[src/rtl/spi_fifo_seq_pkg.sv]
// Shared types and default sizing for the SPI FIFO sequencer.
package spi_fifo_seq_pkg;

   localparam int DEF_WIDTH   = 8;
   localparam int DEF_CLK_DIV = 4;

   typedef enum logic [1:0] {
      ST_IDLE  = 2'd0,
      ST_LOAD  = 2'd1,
      ST_SHIFT = 2'd2,
      ST_STORE = 2'd3
   } state_t;

endpackage

[src/rtl/spi_fifo_seq_sck_div.sv]
// SCK half-period divider: down-counter that ticks once every CLK_DIV clk cycles while not cleared.
module spi_sck_div
   import spi_fifo_seq_pkg::*;
#(
   parameter int CLK_DIV = DEF_CLK_DIV
) (
   input  logic clk,
   input  logic rst,
   input  logic clear,
   output logic tick
);

   localparam int DW = (CLK_DIV > 2) ? $clog2(CLK_DIV) : 1;
   localparam logic [DW-1:0] RELOAD = DW'(CLK_DIV - 1);

   logic [DW-1:0] cnt;

   always_ff @(posedge clk) begin
      if (rst || clear) begin
         cnt <= RELOAD;
      end else if (cnt == '0) begin
         cnt <= RELOAD;
      end else begin
         cnt <= cnt - DW'(1);
      end
   end

   assign tick = (cnt == '0) && !clear;

endmodule

[src/rtl/spi_fifo_seq.sv]
// SPI mode-0 master moving words from a TX FIFO to an RX FIFO.
// Optional macro SPI_FIFO_SEQ_RX_STALL_EN: hold off new words while the RX FIFO is full.
//
// state    | meaning
// ST_IDLE  | cs_n high, waiting for enable and a TX word
// ST_LOAD  | pop TX FIFO, capture word, cs_n low
// ST_SHIFT | clock out/in WIDTH bits on sck
// ST_STORE | push received word (or flag overflow when RX is full)
module spi_fifo_seq
   import spi_fifo_seq_pkg::*;
#(
   parameter int WIDTH   = DEF_WIDTH,
   parameter int CLK_DIV = DEF_CLK_DIV
) (
   input  logic             clk,
   input  logic             rst,
   input  logic             enable,
   input  logic [WIDTH-1:0] tx_data,
   input  logic             tx_exists,
   output logic             tx_read,
   output logic [WIDTH-1:0] rx_data,
   output logic             rx_write,
   input  logic             rx_full,
   output logic             sck,
   output logic             mosi,
   output logic             cs_n,
   input  logic             miso,
   output logic             busy,
   output logic             overflow
);

   localparam int BW = (WIDTH > 2) ? $clog2(WIDTH) : 1;
   localparam logic [BW-1:0] LAST_BIT = BW'(WIDTH - 1);

   state_t           state;
   state_t           state_nxt;
   logic [WIDTH-1:0] tx_sr;
   logic [WIDTH-1:0] rx_sr;
   logic [BW-1:0]    bit_cnt;
   logic             sck_q;
   logic             overflow_q;
   logic             tick;
   logic             start_ok;

`ifdef SPI_FIFO_SEQ_RX_STALL_EN
   assign start_ok = enable & tx_exists & ~rx_full;
`else
   assign start_ok = enable & tx_exists;
`endif

   spi_sck_div #(
      .CLK_DIV (CLK_DIV)
   ) u_sck_div (
      .clk   (clk),
      .rst   (rst),
      .clear (state != ST_SHIFT),
      .tick  (tick)
   );

   always_comb begin
      state_nxt = state;
      tx_read   = 1'b0;
      rx_write  = 1'b0;
      case (state)
         ST_IDLE: begin
            if (start_ok) state_nxt = ST_LOAD;
         end
         ST_LOAD: begin
            tx_read   = 1'b1;
            state_nxt = ST_SHIFT;
         end
         ST_SHIFT: begin
            if (tick && sck_q && (bit_cnt == LAST_BIT)) state_nxt = ST_STORE;
         end
         ST_STORE: begin
            rx_write  = ~rx_full;
            state_nxt = start_ok ? ST_LOAD : ST_IDLE;
         end
         default: state_nxt = ST_IDLE;
      endcase
   end

   always_ff @(posedge clk) begin
      if (rst) begin
         state      <= ST_IDLE;
         tx_sr      <= '0;
         rx_sr      <= '0;
         bit_cnt    <= '0;
         sck_q      <= 1'b0;
         overflow_q <= 1'b0;
      end else begin
         state <= state_nxt;
         case (state)
            ST_LOAD: begin
               tx_sr   <= tx_data;
               bit_cnt <= '0;
               sck_q   <= 1'b0;
            end
            ST_SHIFT: begin
               // rising sck samples miso, falling sck advances mosi
               if (tick && !sck_q) begin
                  sck_q <= 1'b1;
                  rx_sr <= {rx_sr[WIDTH-2:0], miso};
               end else if (tick) begin
                  sck_q   <= 1'b0;
                  tx_sr   <= {tx_sr[WIDTH-2:0], 1'b0};
                  bit_cnt <= bit_cnt + BW'(1);
               end
            end
            ST_STORE: begin
               if (rx_full) overflow_q <= 1'b1;
            end
            default: ;
         endcase
      end
   end

   assign sck      = sck_q;
   assign mosi     = (state == ST_SHIFT) & tx_sr[WIDTH-1];
   assign cs_n     = (state == ST_IDLE);
   assign busy     = (state != ST_IDLE);
   assign rx_data  = rx_sr;
   assign overflow = overflow_q;

endmodule

[config.mk]
export PLATFORM = sky130hd
export DESIGN_NAME = spi_fifo_seq
export DESIGN_NICKNAME = d
export VERILOG_FILES = /design/src/rtl/spi_fifo_seq_pkg.sv /design/src/rtl/spi_fifo_seq_sck_div.sv /design/src/rtl/spi_fifo_seq.sv
export SDC_FILE = /design/constraint.sdc
export NUM_CORES = 1
export LEC_CHECK = 0
export BUFFER_PORTS_ARGS = -buffer_cell sky130_fd_sc_hd__buf_2
export CORE_ASPECT_RATIO = 1.75
export CORE_UTILIZATION = 44
export CTS_CLUSTER_SIZE = 24
export DETAILED_ROUTE_END_ITERATION = 8
export GPL_ROUTABILITY_DRIVEN = 0
export MAX_ROUTING_LAYER = met4
export PLACE_DENSITY = 0.77
export SLEW_MARGIN = 20
export SYNTH_ARGS = -nofsm -noshare
export SYNTH_HDL_FRONTEND = slang
export SYNTH_SLANG_ARGS = --single-unit
[constraint.sdc]
create_clock -name clk -period 1.5 [get_ports clk]
set_input_delay 0.075 -clock clk [delete_from_list [all_inputs] [get_ports clk]]
set_output_delay 0.075 -clock clk [all_outputs]
set_load 0.01 [all_outputs]
After elaboration in Yosys (flattened, before gate mapping)
Cells that the tools add are included.
{"block": "word_totals", "regBits": 25, "in_bits": 14}
{"block": "op_classes", "addsub": 2, "eq_ne": 10, "mux": 15, "bitwise_logic": 3, "n_reduce_logical": 17}
{"operator": "$mux W8", "count": 2}
{"operator": "$pmux W8 S2", "count": 1}
{"operator": "$ne A2 B2 Y1 const B", "count": 4}
{"operator": "$pmux W2 S4", "count": 1}
{"operator": "$reduce_and A2 Y1", "count": 4}
{"operator": "$mux W3", "count": 2}
{"operator": "$pmux W3 S2", "count": 1}
{"operator": "$mux W1", "count": 5}
{"operator": "$eq A2 B2 Y1 const B", "count": 2}
{"operator": "$logic_and A1 B1 Y1", "count": 4}
{"operator": "$logic_not A2 Y1", "count": 2}
{"operator": "$mux W2", "count": 2}
{"operator": "$reduce_bool A2 Y1", "count": 2}
{"operator": "$add A3 B1 Y3 const B", "count": 1}
{"operator": "$eq A3 B3 Y1 const B", "count": 1}
{"operator": "$ne A3 B3 Y1 const B", "count": 1}
{"operator": "$reduce_and A3 Y1", "count": 1}
{"operator": "$and A1 B1 Y1", "count": 2}
{"operator": "$eq A2 B1 Y1 const B", "count": 1}
{"operator": "$logic_not A1 Y1", "count": 2}
{"operator": "$ne A2 B1 Y1 const B", "count": 1}
{"operator": "$pmux W1 S2", "count": 1}
{"operator": "$reduce_or A2 Y1", "count": 1}
{"operator": "$sub A2 B1 Y2 const B", "count": 1}
{"operator": "other kinds (2)", "count": 2}

Depth between registers and ports, before layout
{"block": "logic_depth", "ltp_word": 7, "depth_mapped": 7, "ltp_nobuf": 5}

Cells and area by module
From an unflattened synthesis, not the netlist that was laid out.
{"block": "hier_totals", "hier_cells": 125, "hier_area_um2": 1126.1}
{"module": "spi_fifo_seq", "n_inst": 1, "cells_per_inst": 117, "area_per_inst_um2": 1039.7, "seq_area_each_um2": 460.4}
{"module": "spi_sck_div", "n_inst": 1, "cells_per_inst": 8, "area_per_inst_um2": 86.3, "seq_area_each_um2": 40.0}

Worst setup path before layout
OpenSTA, ideal clock, no wires.
{"block": "synth_path", "path_type": "reg2reg", "startpoint": "reg state[0]", "endpoint": "reg tx_sr[1]", "setup_time_ns": 0.134, "arrival_time_ns": 1.305, "t_required_ns": 1.366, "path_slack_ns": 0.062, "path_stages_with_launch": 8, "path_buffers": 2, "path_cell_list": "dfxtp_1 -> inv_1 -> ha_1 -> buf_4 -> and3_1 -> buf_4 -> nor3_1 -> a211oi_1"}
{"block": "synth_between", "elab_chain_cells": 6, "elab_cells_between_ends": 11}
{"element": "start: declaration", "line_no": "spi_fifo_seq.sv:35", "text": "state_t state;"}
{"element": "start signal: assignment", "line_no": "spi_fifo_seq.sv:92", "text": "state <= state_nxt;"}
{"element": "$ne A2 B2 Y1", "line_no": "spi_fifo_seq.sv:56", "text": ".clear (state != ST_SHIFT),"}
{"element": "$logic_not A1 Y1", "line_no": "spi_fifo_seq_sck_div.sv:28", "text": "assign tick = (cnt == '0) && !clear;"}
{"element": "$logic_and A1 B1 Y1", "line_no": "spi_fifo_seq_sck_div.sv:28"}
{"element": "$logic_and A1 B1 Y1", "line_no": "spi_fifo_seq.sv:101", "text": "if (tick && !sck_q) begin"}
{"element": "$ne A2 B2 Y1 (no line)"}
{"element": "$reduce_and A3 Y1 (no line)"}
{"element": "end signal: assignment", "line_no": "spi_fifo_seq.sv:95", "text": "tx_sr <= tx_data;"}
{"element": "end signal: assignment", "line_no": "spi_fifo_seq.sv:106", "text": "tx_sr <= {tx_sr[WIDTH-2:0], 1'b0};"}
{"element": "end: declaration", "line_no": "spi_fifo_seq.sv:37", "text": "logic [WIDTH-1:0] tx_sr;"}
Several ways; a longest one is shown, not always the timed one.
A chain may end at the register's enable or synchronous reset.

Final worst setup path
{"block": "layout_path", "startpoint": "reg state[0]", "endpoint": "reg state[0]"}
{"block": "layout_between", "elab_chain_cells": 7, "elab_cells_between_ends": 13}
{"element": "$ne A2 B2 Y1", "line_no": "spi_fifo_seq.sv:56"}
{"element": "$logic_not A1 Y1", "line_no": "spi_fifo_seq_sck_div.sv:28"}
{"element": "$logic_and A1 B1 Y1", "line_no": "spi_fifo_seq_sck_div.sv:28"}
{"element": "$logic_and A1 B1 Y1 (2 in a row)", "line_no": "spi_fifo_seq.sv:73", "text": "if (tick && sck_q && (bit_cnt == LAST_BIT)) state_nxt = ST_STORE;"}
{"element": "$ne A2 B2 Y1 (no line)"}
{"element": "$reduce_and A2 Y1 (no line)"}
Several ways; a longest one is shown, not always the timed one.

==> run summary <==
The final-report hold violation count came out at 0. The number of clock sinks came out at 25. The worst-case vdd ir drop is 1.136 mV. Traced cell by cell, the critical path runs through inv_1 > buf_4 > ha_1 > a22o_1 > a221oi_2. The count of different cell masters after synthesis is 23. The number of synthesized register bits came out at 25. The number of nets at the end of the flow came out at 174.

The number of port buffers is 28. The pin count of the biggest net entering global routing came out at 26. TritonCTS built the clock tree. The initial core utilization is 45.98%. At the worst endpoint, the arrival time is 1590 ps. The post-detailed-route wirelength per cell is 12.57 um. Setup violations remaining at the end of the flow were counted as 0.

After synthesis the cells add up to 1146 um^2. The post-detailed-routing wire length came out at 2237 um. The leakage power of the design is 0.6887 nW. The end-of-flow core utilization came out at 57.18%.

The sum of net half-perimeters after detailed placement came out at 1678 um. Leaving out filler cells and counting taps, the final layout contains 178. The library cells used most frequently in the layout, excluding fill and tap cells, are sky130_fd_sc_hd__buf_2 (28), sky130_fd_sc_hd__dfxtp_1 (24), sky130_fd_sc_hd__mux2i_1 (17). The number of rows in the core area is 24.

The library cell used most frequently in the layout, excluding fill and tap cells, is sky130_fd_sc_hd__buf_2. The clock latency on the worst-skew pair came out at 260 ps. In this run the worst path has a maximum fanout of 4. For this run, the slowest stage of the critical path takes 330 ps. On the final layout, the worst clock skew is 3.373 ps. The final number of max-transition violations came to 0. The final worst-path cycle share came out at 94.14%.

Static timing analysis puts the maximum clock frequency at 708.2 MHz. The initial antenna violation count is 0. After synthesis, the mean cell area works out to 9.631 um^2. The number of placed instances, taps included, is 174.

The sequential-to-total area share from yosys stat is 43.67%. In this run the vertical extent of the chip is 69.52 um. With fillers left out, the area of the finished cells amounts to 1425 um^2.

The number of buffers between clock root and the deepest sink came out at 2. The area share of the largest cell type after synthesis is 43.67%. Sorting the synthesized cells by area gives the leading types as sky130_fd_sc_hd__dfxtp_1 (44%), sky130_fd_sc_hd__mux2i_1 (15%), sky130_fd_sc_hd__ha_1 (7.6%), sky130_fd_sc_hd__a211oi_1 (4.6%), sky130_fd_sc_hd__a21oi_1 (3.1%). The level count of the clock H-tree is 1. STA classifies the critical path endpoint as a flop. The number of warnings printed during yosys synthesis came out at 0. The via count of the first global-routing pass came out at 871. The number of nets in the synthesized netlist is 140.

The tightest min-delay check is of the input pin to flop type. The full die area is 2821 um^2. The core region area came out at 2492 um^2.

Of all cell types, the one taking the most synthesized area is sky130_fd_sc_hd__dfxtp_1. The slowest stage of the critical path belongs to the cell sky130_fd_sc_hd__dfxtp_1. The share of post-route cells with drive strength above 1 is 31.58%. The slew at the pin closest to its max-slew limit came out at 424.0 ps. The final global-route overflow total came out at 0. The flow ran to the end, and the final reports show no timing, DRC or antenna violations.

Clock-pin slew was measured on the worst setup and hold paths at 80 ps. The number of max-capacitance violations reported came out at 0. Synthesis produced 119 cells.

The total global-route track usage came out at 18.32%. The pre-antenna-repair detailed-routing pass consisted of 4 iterations. The number of DRC markers in iteration 0 came out at 38.

The critical path start-end classification is flop to flop. The power density of the placed cells is 1510 nW/um^2. After detailed placement, the total cell area comes to 1350 um^2. The first global-routing pass estimated 3636 um of wire.

The remaining max-slew budget at the tightest pin is 71.74%. Setup repair after global routing left no endpoint under its margin. From synthesis to final layout, the design area changed by 24.35%. The worst setup path is launched from a flop. The number of diodes added for antenna fixing is 0.

The horizontal die dimension came out at 40.58 um. The smallest clock period supported by the final layout is computed as 1412 ps. The number of remaining DRC errors is 0. On the final layout, the worst hold slack is 47.08 ps. The average vias per placed instance came out at 5.315. Post-CTS timing repair inserted 0 buffers for setup. The post-layout total power is 2.152 mW. The required time of the worst setup path came out at 1680 ps. The number of clock buffers inserted by TritonCTS came out at 3. For this block, the via count after detailed routing is 946. The top-level port count is 29. The residual antenna-violating net count after detailed routing came out at 0. The root buffer cell chosen for the clock tree is sky130_fd_sc_hd__clkbuf_8.
worst max-delay path: cells and delay by family, from the launching register on:
family	cells	cell delay (ps)
compound gates	2	530
flops	1	330
buf+inv	2	240
fa+ha+maj	1	230
flip-flops by register name (all words and copies together), names as in the netlist:
register / count
rx_data: 8
tx_sr: 8
bit_cnt: 3
state: 2
u_sck_div.cnt: 2
overflow: 1
sck: 1
cells in the mapped netlist (all sizes together):
cell / count
dfxtp: 25
mux2i: 17
nor2: 9
nand2: 8
a211oi: 7
a21oi: 7
ha: 7
nor3: 7
nand3: 6
inv: 5
buf: 4
nand2b: 4
clkbuf: 3
nand3b: 2
a221oi: 1
a22o: 1
a2bb2oi: 1
and2: 1
and2b: 1
and3: 1
nor2b: 1
nor3b: 1
logic make-up (layout without fill, tap and decap cells):
| family | count (synthesis) | in the layout | share of synthesized area, % |
|---|---|---|---|
| buffers and inverters | 12 | 45 | 5.240 |
| AND/OR/NAND/NOR | 41 | 41 | 18.12 |
| AO/OA/AOI/OAI | 17 | 17 | 10.48 |
| flip-flops | 25 | 25 | 43.67 |
| multiplexers | 17 | 17 | 14.85 |
| adder cells (fa/ha/maj) | 7 | 7 | 7.642 |
through the flow:
| step | setup TNS (ps) | worst slack (ps) |
|---|---|---|
| global placement | 0 | 35.08 |
| detailed placement | -106.8 | -37.76 |
| global route | 0 | 1.568 |
| finish | 0 | 87.90 |
| CTS | 0 | 41.32 |
| floorplan | 0 | 61.55 |
per-layer routing:
layer  wire length, um  track usage, %
met5                 0               -
met4                26           6.667
met3                64           2.885
met2              1279           30.51
met1               867           20.50
what timing repair did:
item	CTS	global route
hold endpoints to repair	0	0
hold buffers	0	0
resized for setup	2	7
setup endpoints to repair	8	11
worst paths after layout:
kind | depth (start not counted) | start | to | slack, ps
worst max-delay path | 5 | state[0] | state[0] | 90
worst min-delay path | 3 | miso | rx_data[0] | 50
worst min register to register | 1 | u_sck_div.cnt[0] | u_sck_div.cnt[0] | 380
worst max register to register | 5 | state[0] | state[0] | 90
cell type report:
type	instances	area, um^2
fill	234	1067
multi-input combinational	82	610.6
sequential	25	501.7
timing repair buffer	36	216.5
clock buffer	4	45.04
tap	26	32.53
inverter	5	18.77
where the power goes:
part / internal [mW] / leakage, nW / switching (mW)
logic: 0.441 / 0.463 / 0.476
clock network: 0.190 / 0.0228 / 0.195
registers: 0.783 / 0.203 / 0.0670
total: 1.41 / 0.689 / 0.738
(Power assumes the default switching activity.)
